[src/rtl/i2s_tx.sv]
// I2S transmitter: a one-pair holding buffer feeding a 32-slot frame shifter.
// bclk and lrclk are derived from clk; serial data changes only on bclk falling toggles.
module i2s_tx #(
    parameter int CLK_DIV = 4,
    parameter int DATA_W  = 16
) (
    input  logic              clk,
    input  logic              reset,
    input  logic [DATA_W-1:0] sample_l,
    input  logic [DATA_W-1:0] sample_r,
    input  logic              sample_valid,
    output logic              sample_ready,
    output logic              o_bclk,
    output logic              o_lrclk,
    output logic              o_sdata,
    output logic              frame_start,
    output logic              underrun
);

    localparam int DIV_W = (CLK_DIV > 1) ? $clog2(CLK_DIV) : 1;
    localparam int WORD_W = 2 * DATA_W;

    logic [DIV_W-1:0]  div_cnt;
    logic [4:0]        bit_cnt;
    logic [4:0]        bit_cnt_nxt;
    logic [WORD_W-1:0] hold_buf;
    logic [WORD_W-1:0] shreg;
    logic              buf_full;
    logic              div_wrap;
    logic              fall_tgl;
    logic              load_evt;
    logic              accept;

    assign div_wrap     = (div_cnt == DIV_W'(CLK_DIV - 1));
    assign fall_tgl     = div_wrap && o_bclk;
    assign bit_cnt_nxt  = bit_cnt + 5'd1;
    assign load_evt     = fall_tgl && (bit_cnt_nxt == 5'd1);
    assign accept       = sample_valid && !buf_full;
    assign sample_ready = !buf_full;
    assign o_sdata      = shreg[WORD_W-1];

    always_ff @(posedge clk or negedge reset) begin
        if (!reset) begin
            div_cnt <= '0;
            o_bclk  <= 1'b0;
            bit_cnt <= '0;
            o_lrclk <= 1'b0;
        end else begin
            if (div_wrap) begin
                div_cnt <= '0;
                o_bclk  <= ~o_bclk;
            end else begin
                div_cnt <= div_cnt + 1'b1;
            end
            if (fall_tgl) begin
                bit_cnt <= bit_cnt_nxt;
                o_lrclk <= bit_cnt_nxt[4];
            end
        end
    end

    // The load samples buf_full before this edge's acceptance, so a pair
    // arriving on the load edge itself is held for the following frame.
    always_ff @(posedge clk or negedge reset) begin
        if (!reset) begin
            hold_buf <= '0;
            buf_full <= 1'b0;
            shreg    <= '0;
        end else begin
            if (accept) begin
                hold_buf <= {sample_l, sample_r};
            end
            if (accept) begin
                buf_full <= 1'b1;
            end else if (load_evt) begin
                buf_full <= 1'b0;
            end
            if (load_evt) begin
                shreg <= buf_full ? hold_buf : '0;
            end else if (fall_tgl) begin
                shreg <= {shreg[WORD_W-2:0], 1'b0};
            end
        end
    end

    always_ff @(posedge clk or negedge reset) begin
        if (!reset) begin
            frame_start <= 1'b0;
            underrun    <= 1'b0;
        end else begin
            frame_start <= load_evt;
            underrun    <= load_evt && !buf_full;
        end
    end

endmodule

[config.mk]
export PLATFORM = sky130hd
export DESIGN_NAME = i2s_tx
export DESIGN_NICKNAME = d
export VERILOG_FILES = /design/src/rtl/i2s_tx.sv
export SDC_FILE = /design/constraint.sdc
export NUM_CORES = 1
export LEC_CHECK = 0
export CAP_MARGIN = 40
export CORE_ASPECT_RATIO = 0.7
export CORE_MARGIN = 5
export CORE_UTILIZATION = 45
export DETAILED_ROUTE_END_ITERATION = 8
export GPL_TIMING_DRIVEN = 0
export PLACE_DENSITY_LB_ADDON = 0.2
export RECOVER_POWER = 100
export SLEW_MARGIN = 30
export SYNTH_ARGS = -nofsm -noshare
export SYNTH_HDL_FRONTEND = slang
export SYNTH_SLANG_ARGS = --single-unit
export TNS_END_PERCENT = 10
[constraint.sdc]
create_clock -name clk -period 2.3 [get_ports clk]
set_clock_uncertainty 0.05 [all_clocks]
set_input_delay 0.46 -clock clk [delete_from_list [all_inputs] [get_ports clk]]
set_output_delay 0.46 -clock clk [all_outputs]
set_load 0.05 [all_outputs]
# [Yosys cells after proc, flatten, opt, wreduce, memory -nomap -nowiden]
# Cells that the tools add are included.
[totals] inputBits=35 reg_bits=76 output_inout_bits=6
[op_classes] n_reduce_logical=7 eq_ne=2 addsub=2 n_bitwise=1 mux=6
[ops] operator="$mux 32" count=3
[ops] operator="$add 5x1->5 const B" count=1
[ops] operator="$eq 5x1->1 const B" count=1
[ops] operator="$logic_and 1x1->1" count=4
[ops] operator="$reduce_bool 2->1" count=2
[ops] operator="$add 2x1->2 const B" count=1
[ops] operator="$eq 2x2->1 const B" count=1
[ops] operator="$mux 1" count=2
[ops] operator="$mux 2" count=1
[ops] operator="$logic_not 1->1" count=1
[ops] operator="$not 1->1" count=1

# [Depth between registers and ports, before layout]
# Gate-level depths: netlist of run 1.
[logic_depth] depth_word=5 depth_mapped=6 ltp_nobuf=5

# [Worst setup path after synthesis of run 1]
# No wires, ideal clock.
[synth_timing] kind="reg-to-reg" from="register o_bclk" to="register shreg[10]" arrival_ns=1.518 setup_ns=0.126 synth_period_minus_slack_ns=1.694 required_ns=2.124 path_slack_ns=0.606 path_buffers=2 path_stages_with_launch=6 cell_sequence="dfrtp_1 -> and2_1 -> buf_2 -> buf_2 -> mux2i_1 -> mux2i_1"
[synth_between] elab_chain_cells=3 word_cells_on_any_way=4 cone_classes="1 x mux; 3 x reduce/logical"
[synth_lines] element="start: declaration" line="13" text="output logic o_bclk,"
[synth_lines] element="start signal: assignment" line="51" text="o_bclk <= ~o_bclk;"
[synth_lines] element="$logic_and 1x1->1 (*)" line="35" text="assign fall_tgl = div_wrap && o_bclk;"
[synth_lines] element="$logic_and 1x1->1" line="37" text="assign load_evt = fall_tgl && (bit_cnt_nxt == 5'd1);"
[synth_lines] element="$mux 32 or $reduce_bool 2->1 (tied branches)"
[synth_lines] element="end signal: assignment" line="79" text="shreg <= buf_full ? hold_buf : '0;"
[synth_lines] element="end signal: assignment" line="81" text="shreg <= {shreg[WORD_W-2:0], 1'b0};"
[synth_lines] element="end: declaration" line="27" text="logic [WORD_W-1:0] shreg;"
# Every way passes the cells marked *; elsewhere a longest branch is shown, timed or not.
# A chain may end at the register's enable or synchronous reset.

# [Worst setup path after layout of run 1]
[layout_timing] from="register o_lrclk" to="output o_lrclk"
[layout_rtl] element="start: declaration" line="14" text="output logic o_lrclk,"
[layout_rtl] element="start signal: assignment" line="57" text="o_lrclk <= bit_cnt_nxt[4];"
# No word-level cell between the ends.

==> flow_summary.ini, run 1 <==
[clocking]
cts_tree = done
cts_buffer_depth = 2
clkTransAtPathRegs_ps = 70
cts_num_sinks = 75
cts_inserted_buffers = 9
clk_latency_ps = 340
htreeDepth = 3
root_buffer = clkbuf_8

[grt]
grt.overflow.total = 0
first_global_vias = 2077
grt_max_degree = 50
grt_pass1_wl_um = 9790
track_usage_pct = 13.6
antenna_found_initial = 0

[worst_setup_path]
setup.worst_path.start_class = flip-flop
r2r_cells = 5
cpLargestDelayFamily = buffers and inverters
slowest_delay_ps = 890
cp-end-kind = output port
r2r_start = buf_full
crit_chain = dlygate4sd3_1
critPathSlowestCell = dlygate4sd3_1
critPathRequiredTime_ps = 1790
worstPathArrival_ps = 1620
critPathMaxFanout = 3
critical_path_buf_inv_count = 1
critical_path_class = reg2out
r2r_setup_slack_ps = 220
r2r-end = hold_buf[30]

[synth]
syn_area_sq_um = 3340
synth_compound_area_share_pct = 1.16
syn_area_per_cell_sq_um = 13.3
synth_top_family_by_area = multiplexers
yosysTopAreaCellShare_pct = 56.3
ys_ff_latch = 75
synth.area.mux_share_pct = 29.4
synth_fa_ha_area_share_pct = 1.13
synth_cells = 250
postSynthNetCount = 288
yosysTopAreaCell = dfrtp_1
seq_area_frac_synth_pct = 56.3
synth-simple-area-share_pct = 6.45
synth_warnings = 0
synth_xor_area_share_pct = 1.80
synth_area_leaders = dfrtp_1, mux2i_1, mux2_2
synth.distinct_cells = 25

[finish]
n_antenna_cell = 0
final_cells = 405
drive_gt1_share_pct = 19.2
syn_to_final_growth_pct = 22.4
nets = 340

[floorplanning]
fp.coreArea_sq_um = 7250
row_count = 26
dieArea_sq_um = 9260
start_util_pct = 46.0
die_x_um = 113
die_y_um = 82.0
ios = 41

[detailed_routing]
num_vias = 2011
dr.pass1.iters = 4
viasPerCell = 4.97
routed_wl_um = 5740
drc = 0
ant_nets = 0
wl_per_cell_um = 14.2
first_iter_violations = 69

[status]
outcome = completed

[sta]
layout_min_cycle_time_ps = 2130
fin_tns_setup_ps = 0
period_share_pct = 92.7
worst_pin_slew_ps = 657
slew_viol_final = 0
rsz0062_at_grt = false
final_hold_viol_count = 0
layout_setup_ws_ps = 168
slew_headroom_pct = 56.2
fmax_mhz = 469
finalSetupViolCount = 0

[placed_design]
dp.cells = 389
dpl.hpwl_um = 4000
gp_congestion = 0.709
pre_cts_ws_ps = 70.5
port_buffers = 40

[power_and_ir_drop]
power.leakage_nw = 2.04
max-vdd-ir-drop_v = 0.000398
powerDensity_nw_per_um2 = 925

[flow_run]
drv_cap = 0

[worst_hold_path]
whs_endpoint = div_cnt[0]
holdCritStartpoint = div_cnt[0]
hold_path.class = reg2reg
hold_depth = 1
[power by group]
group          internal (mW)  switching, mW  leakage (nW)  total, mW
combinational          0.412          0.272          1.00      0.684
clock                  0.730          0.465         0.122       1.19
sequential              1.70          0.204         0.913       1.90
[cell usage in the layout (no fill, tap or decap), drive strengths merged, types with 3 or more instances in the layout]
master and n:
dfrtp 75, mux2i 62, nand2 37, clkdlybuf4s50 33, mux2 32, clkbuf 26, dlygate4sd3 6, inv 4
xor2 3, xnor2 3, ha 3, nand4 3
[cells by family (layout without fill, tap and decap cells)]
| family | Yosys count | after routing |
|---|---|---|
| muxes | 94 | 94 |
| DFF | 75 | 75 |
| and+or+nand+nor | 48 | 48 |
| buffers and inverters | 19 | 76 |
| xor gates and xnor gates | 6 | 6 |
| AOI/OAI and AO/OA | 5 | 5 |
| adders and majority gates | 3 | 3 |
[through the flow]
step	hold WS, ps	area, sq um	total power [mW]	utilization (%)
floorplan	114	3340	2.39	-
global placement	370	3860	2.60	53.2
detailed placement	355	3880	2.64	53.5
CTS	390	4140	3.84	57.0
global route	408	4080	4.01	56.3
finish	385	4080	3.78	56.3
[routing by layer]
metal | vias to the layer above | share of wire, % | track usage [%]
li1 | 969 | - | -
met1 | 1002 | 49 | 18.0
met2 | 31 | 45 | 20.6
met3 | 9 | 4.4 | 4.86
met4 | 0 | 1.6 | 5.04
met5 | - | 0 | 0
[state kept, by name, summed over array words and instances, names as in the netlist]
name and flops:
o_bclk 1, hold_buf 32, shreg 32, o_lrclk 1, div_cnt 2, frame_start 1
buf_full 1, bit_cnt 4, underrun 1
[area by class of cell]
class / count / area [sq um]
fill: 637 / 3170
clock inverter: 3 / 67.6
sequential: 75 / 1880
timing repair buffer: 42 / 412
clock buffer: 13 / 179
inverter: 4 / 15.0
multi-input combinational: 156 / 1330
buffer: 14 / 85.1
tap: 98 / 123
[cell usage after synthesis]
cell and n:
dfrtp_1 75, ha_1 3, mux2i_1 62, a41o_1 1
nand4_4 1, nand3b_1 1, nor2_1 2, nand4_1 2
nor2b_1 1, nand3_1 1, inv_1 4, a21o_2 1
buf_12 2, nand2_1 37, and2_1 1, nor3_1 2
xnor2_1 3, xor2_1 2, a21bo_1 1, clkbuf_1 3
mux2_2 32, o21ai_0 2, buf_8 1, xor2_2 1
buf_2 9
[worst max-delay path by stage]
stage | from | endpoint | slack, ps | depth (start not counted)
after floorplan | o_bclk | shreg[10] | 610 | 5
after global placement | reset | hold_buf[6] | -1960 | 1
after detailed placement | buf_full | sample_ready | 70 | 4
after CTS | o_lrclk | o_lrclk | 170 | 1
after global routing | buf_full | hold_buf[0] | 70 | 5
final | o_lrclk | o_lrclk | 170 | 1
[repair_timing]
item	CTS	global route
endpoints found under the setup margin	1	0
hold endpoints to repair	26	0
gates resized for setup	1	0
hold buffers	1	0
setup buffers	0	0
No activity file was read; power rests on OpenSTA's default activity.
==> run 2: changes to the inputs <==
- CORE_UTILIZATION: 45 -> 55
==> flow_summary.ini, run 2 (same netlist as run 1, synthesis figures left out) <==
[status]
outcome = completed

[floorplanning]
dieArea_sq_um = 7750
ios = 41
die_x_um = 103
row_count = 23
fp.coreArea_sq_um = 5810
die_y_um = 75.2
start_util_pct = 57.4

[power_and_ir_drop]
power.leakage_nw = 2.02
powerDensity_nw_per_um2 = 915
combinationalPowerShare_pct = 18.6
p_switching_mw = 0.951
sw_frac_of_total_pct = 25.7
p_clk_share_pct = 30.2
max-vdd-ir-drop_v = 0.000514
intPower_mw = 2.75
power_frac_seq_pct = 51.1
total_power_mw = 3.70

[clocking]
cts_buffer_depth = 2
clk_latency_ps = 350
cts_inserted_buffers = 9
htreeDepth = 3
root_buffer = clkbuf_8
cts_tree = done
cts_num_sinks = 75
clkTransAtPathRegs_ps = 80
cts_post_setup_buffers_inserted = 0

[worst_setup_path]
slowest_delay_ps = 890
critPathMaxFanout = 4
crit_chain = dlygate4sd3_1
critical_path_class = reg2out
cpLargestDelayFamily = buffers and inverters
critPathSlowestCell = dlygate4sd3_1
r2r_setup_slack_ps = 240
r2r-end = shreg[24]
r2r_cells = 6
setup.worst_path.start_class = flip-flop
cp-end-kind = output port
critical_path_buf_inv_count = 1
r2r_start = div_cnt[0]
critPathRequiredTime_ps = 1790
worstPathArrival_ps = 1630

[grt]
track_usage_pct = 16.4
grt.overflow.total = 0
first_global_vias = 2085
antenna_found_initial = 0
grt_max_degree = 46
grt_pass1_wl_um = 9610

[sta]
slew_viol_final = 0
final_hold_viol_count = 0
fmax_mhz = 467
rsz0062_at_grt = false
period_share_pct = 93.0
finalSetupViolCount = 0
worst_pin_slew_ps = 741
layout_min_cycle_time_ps = 2140
slew_headroom_pct = 50.6

[detailed_routing]
routed_wl_um = 5650
ant_nets = 0
first_iter_violations = 50
wl_per_cell_um = 14.8
dr.pass1.iters = 4
viasPerCell = 5.16
drc = 0
num_vias = 1971

[worst_hold_path]
hold_path.class = reg2reg
holdCritStartpoint = div_cnt[0]
whs_endpoint = div_cnt[0]
hold_depth = 1

[finish]
reg.largest.list = hold_buf x32, shreg x32, bit_cnt x4
final_cell_area_sq_um = 4040
syn_to_final_growth_pct = 21.2
drive_gt1_share_pct = 19.5
layout_commonest_cell = dfrtp_1
nets = 340
n_antenna_cell = 0
final_cell_mix = dfrtp_1, mux2i_1, nand2_1
final_cells = 382

[placed_design]
placed_area_sq_um = 3850
gp_congestion = 0.770
dpl.hpwl_um = 3930
port_buffers = 40
dp.cells = 366

[flow_run]
drv_cap = 0
[run 2: layout make-up]
cell class / count / area (sq um)
Multi-Input combinational cell: 156 / 1330
Sequential cell: 75 / 1880
Inverter: 4 / 15.0
Clock inverter: 6 / 88.8
Fill cell: 420 / 1770
Timing Repair Buffer: 42 / 412
Clock buffer: 10 / 138
Buffer: 14 / 85.1
Tap cell: 75 / 93.8
[run 2: what timing repair did]
item / 4_1_cts / 5_1_grt
hold endpoints to repair: 30 / 0
hold buffers: 1 / 0
endpoints found under the setup margin: 1 / 0
resized for setup: 1 / 0
[run 2: metrics by stage]
step	setup slack [ps]	hold WS, ps	setup TNS [ps]	util [%]
after floorplan	606	114	0	-
after global placement	-1870	371	-139910	65.9
after detailed placement	56.8	372	0	66.3
after CTS	157	392	0	70.3
after global routing	82.8	404	0	69.5
final	160	387	0	69.5
[run 2: worst max-delay path by stage]
stage,start,endpoint,cells after the start
after floorplan,o_bclk,shreg[10],5
after global placement,reset,hold_buf[6],1
after detailed placement,buf_full,sample_ready,4
after CTS,o_lrclk,o_lrclk,1
after global routing,bit_cnt[0],shreg[27],6
final,o_bclk,o_bclk,1
[run 2: metal layers]
metal  wire [um]  global-route usage, %  vias to the layer above
li1            -                      -                      960
met1        2620                   21.3                      968
met2        2680                   26.1                       36
met3         277                   6.57                        7
met4          66                   4.31                        0
met5           0                      0                        -
[run 2: power by group through the flow]
stage	Sequential, mW	Combinational [mW]	Clock, mW
final	1.89	0.690	1.12
after global routing	1.94	0.781	1.20
after CTS	1.89	0.712	1.15
after detailed placement	1.92	0.713	0
after global placement	1.91	0.673	0
after floorplan	1.87	0.520	0
==> run 3: changes to the inputs <==
- CORE_MARGIN: 5 -> 10
- TNS_END_PERCENT: 10 -> default
==> flow_summary.ini, run 3 (same netlist as run 1, synthesis figures left out) <==
[status]
outcome = completed

[clocking]
cts_tree = done
clk_latency_ps = 340
cts_num_sinks = 75
clkTransAtPathRegs_ps = 70
cts_buffer_depth = 2
root_buffer = clkbuf_8
htreeDepth = 3
cts_inserted_buffers = 9
cts_post_setup_buffers_inserted = 0

[placed_design]
pre_cts_ws_ps = 75.3
dpl.hpwl_um = 4080
placed_area_sq_um = 3850
dp.cells = 366
port_buffers = 40
gp_congestion = 0.706

[sta]
period_share_pct = 94.3
fmax_mhz = 461
layout_min_cycle_time_ps = 2170
slew_headroom_pct = 5.62
finalSetupViolCount = 0
slew_viol_final = 0
rsz0062_at_grt = false
final_hold_viol_count = 0
layout_setup_ws_ps = 130
worst_pin_slew_ps = 1420

[grt]
busiest_layer = met2
use_met2_pct = 20.6
antenna_found_initial = 0
use_met1_pct = 15.7
grt_use_met3_pct = 4.43
track_usage_pct = 12.7
grt.overflow.total = 0
grt_max_degree = 52
grt_pass1_wl_um = 9980
first_global_vias = 2114

[worst_setup_path]
critPathSlowestCell = dlygate4sd3_1
crit_chain = dlygate4sd3_1
setup.worst_path.start_class = flip-flop
critical_path_buf_inv_count = 1
critical_path_class = reg2out
critPathMaxFanout = 3
cp-end-kind = output port
cpLargestDelayFamily = buffers and inverters
slowest_delay_ps = 900
worstPathArrival_ps = 1660
critPathRequiredTime_ps = 1790

[finish]
nets = 340
syn_to_final_growth_pct = 21.1
final_cells = 382
layout_commonest_cell = dfrtp_1
n_antenna_cell = 0
reg.largest.list = hold_buf x32, shreg x32, bit_cnt x4
final_cell_area_sq_um = 4040
drive_gt1_share_pct = 19.2
final_cell_mix = dfrtp_1, mux2i_1, nand2_1

[detailed_routing]
wl_per_cell_um = 15.3
viasPerCell = 5.10
ant_nets = 0
num_vias = 1947
first_iter_violations = 80
dr.pass1.iters = 6
drc = 0
routed_wl_um = 5840

[flow_run]
drv_cap = 0

[worst_hold_path]
hold_path.class = reg2reg

[floorplanning]
start_util_pct = 57.4
die_y_um = 85.2
fp.coreArea_sq_um = 5810
dieArea_sq_um = 9630
die_x_um = 113
ios = 41
row_count = 23

[power_and_ir_drop]
max-vdd-ir-drop_v = 0.000434
powerDensity_nw_per_um2 = 894
power.leakage_nw = 2.02
[run 3: final cells by class]
cell class | instances | area, sq um
Buffer | 14 | 87.6
Clock buffer | 11 | 141
Clock inverter | 5 | 61.3
Fill cell | 420 | 1770
Inverter | 4 | 15.0
Multi-Input combinational cell | 156 | 1330
Sequential cell | 75 | 1880
Tap cell | 75 | 93.8
Timing Repair Buffer | 42 | 430
[run 3: power by group]
group | switching [mW] | internal (mW)
Combinational | 0.286 | 0.416
Clock | 0.478 | 0.535
Sequential | 0.200 | 1.70
[run 3: routing by layer]
metal | up-vias | routed length [um]
li1 | 967 | -
met1 | 936 | 2690
met2 | 39 | 2790
met3 | 5 | 305
met4 | 0 | 51
met5 | - | 0
[run 3: through the flow]
| stage | total power [mW] | utilization [%] | TNS [ps] | hold slack, ps |
|---|---|---|---|---|
| finish | 3.61 | 69.5 | 0 | 387 |
| global route | 3.84 | 69.5 | 0 | 408 |
| CTS | 3.66 | 69.9 | 0 | 390 |
| detailed placement | 2.63 | 66.3 | 0 | 334 |
| global placement | 2.58 | 65.9 | -137050 | 371 |
| floorplan | 2.39 | - | 0 | 114 |
[run 3: worst paths after layout]
kind / start / to / slack (ps) / cells after the start
setup / recovery: o_lrclk / o_lrclk / 130 / 1
hold / removal: div_cnt[0] / div_cnt[0] / 390 / 1
setup reg to reg: div_cnt[0] / shreg[26] / 260 / 6
hold reg to reg: div_cnt[0] / div_cnt[0] / 390 / 1
max in group asynchronous: reset / div_cnt[0] / 380 / 3
min in group asynchronous: reset / hold_buf[19] / 930 / 2
[run 3: what timing repair did]
| action | 4_1_cts | 5_1_grt |
|---|---|---|
| hold buffers | 1 | 0 |
| resized for setup | 1 | 0 |
| endpoints found under the hold margin | 24 | 0 |
| endpoints found under the setup margin | 1 | 0 |
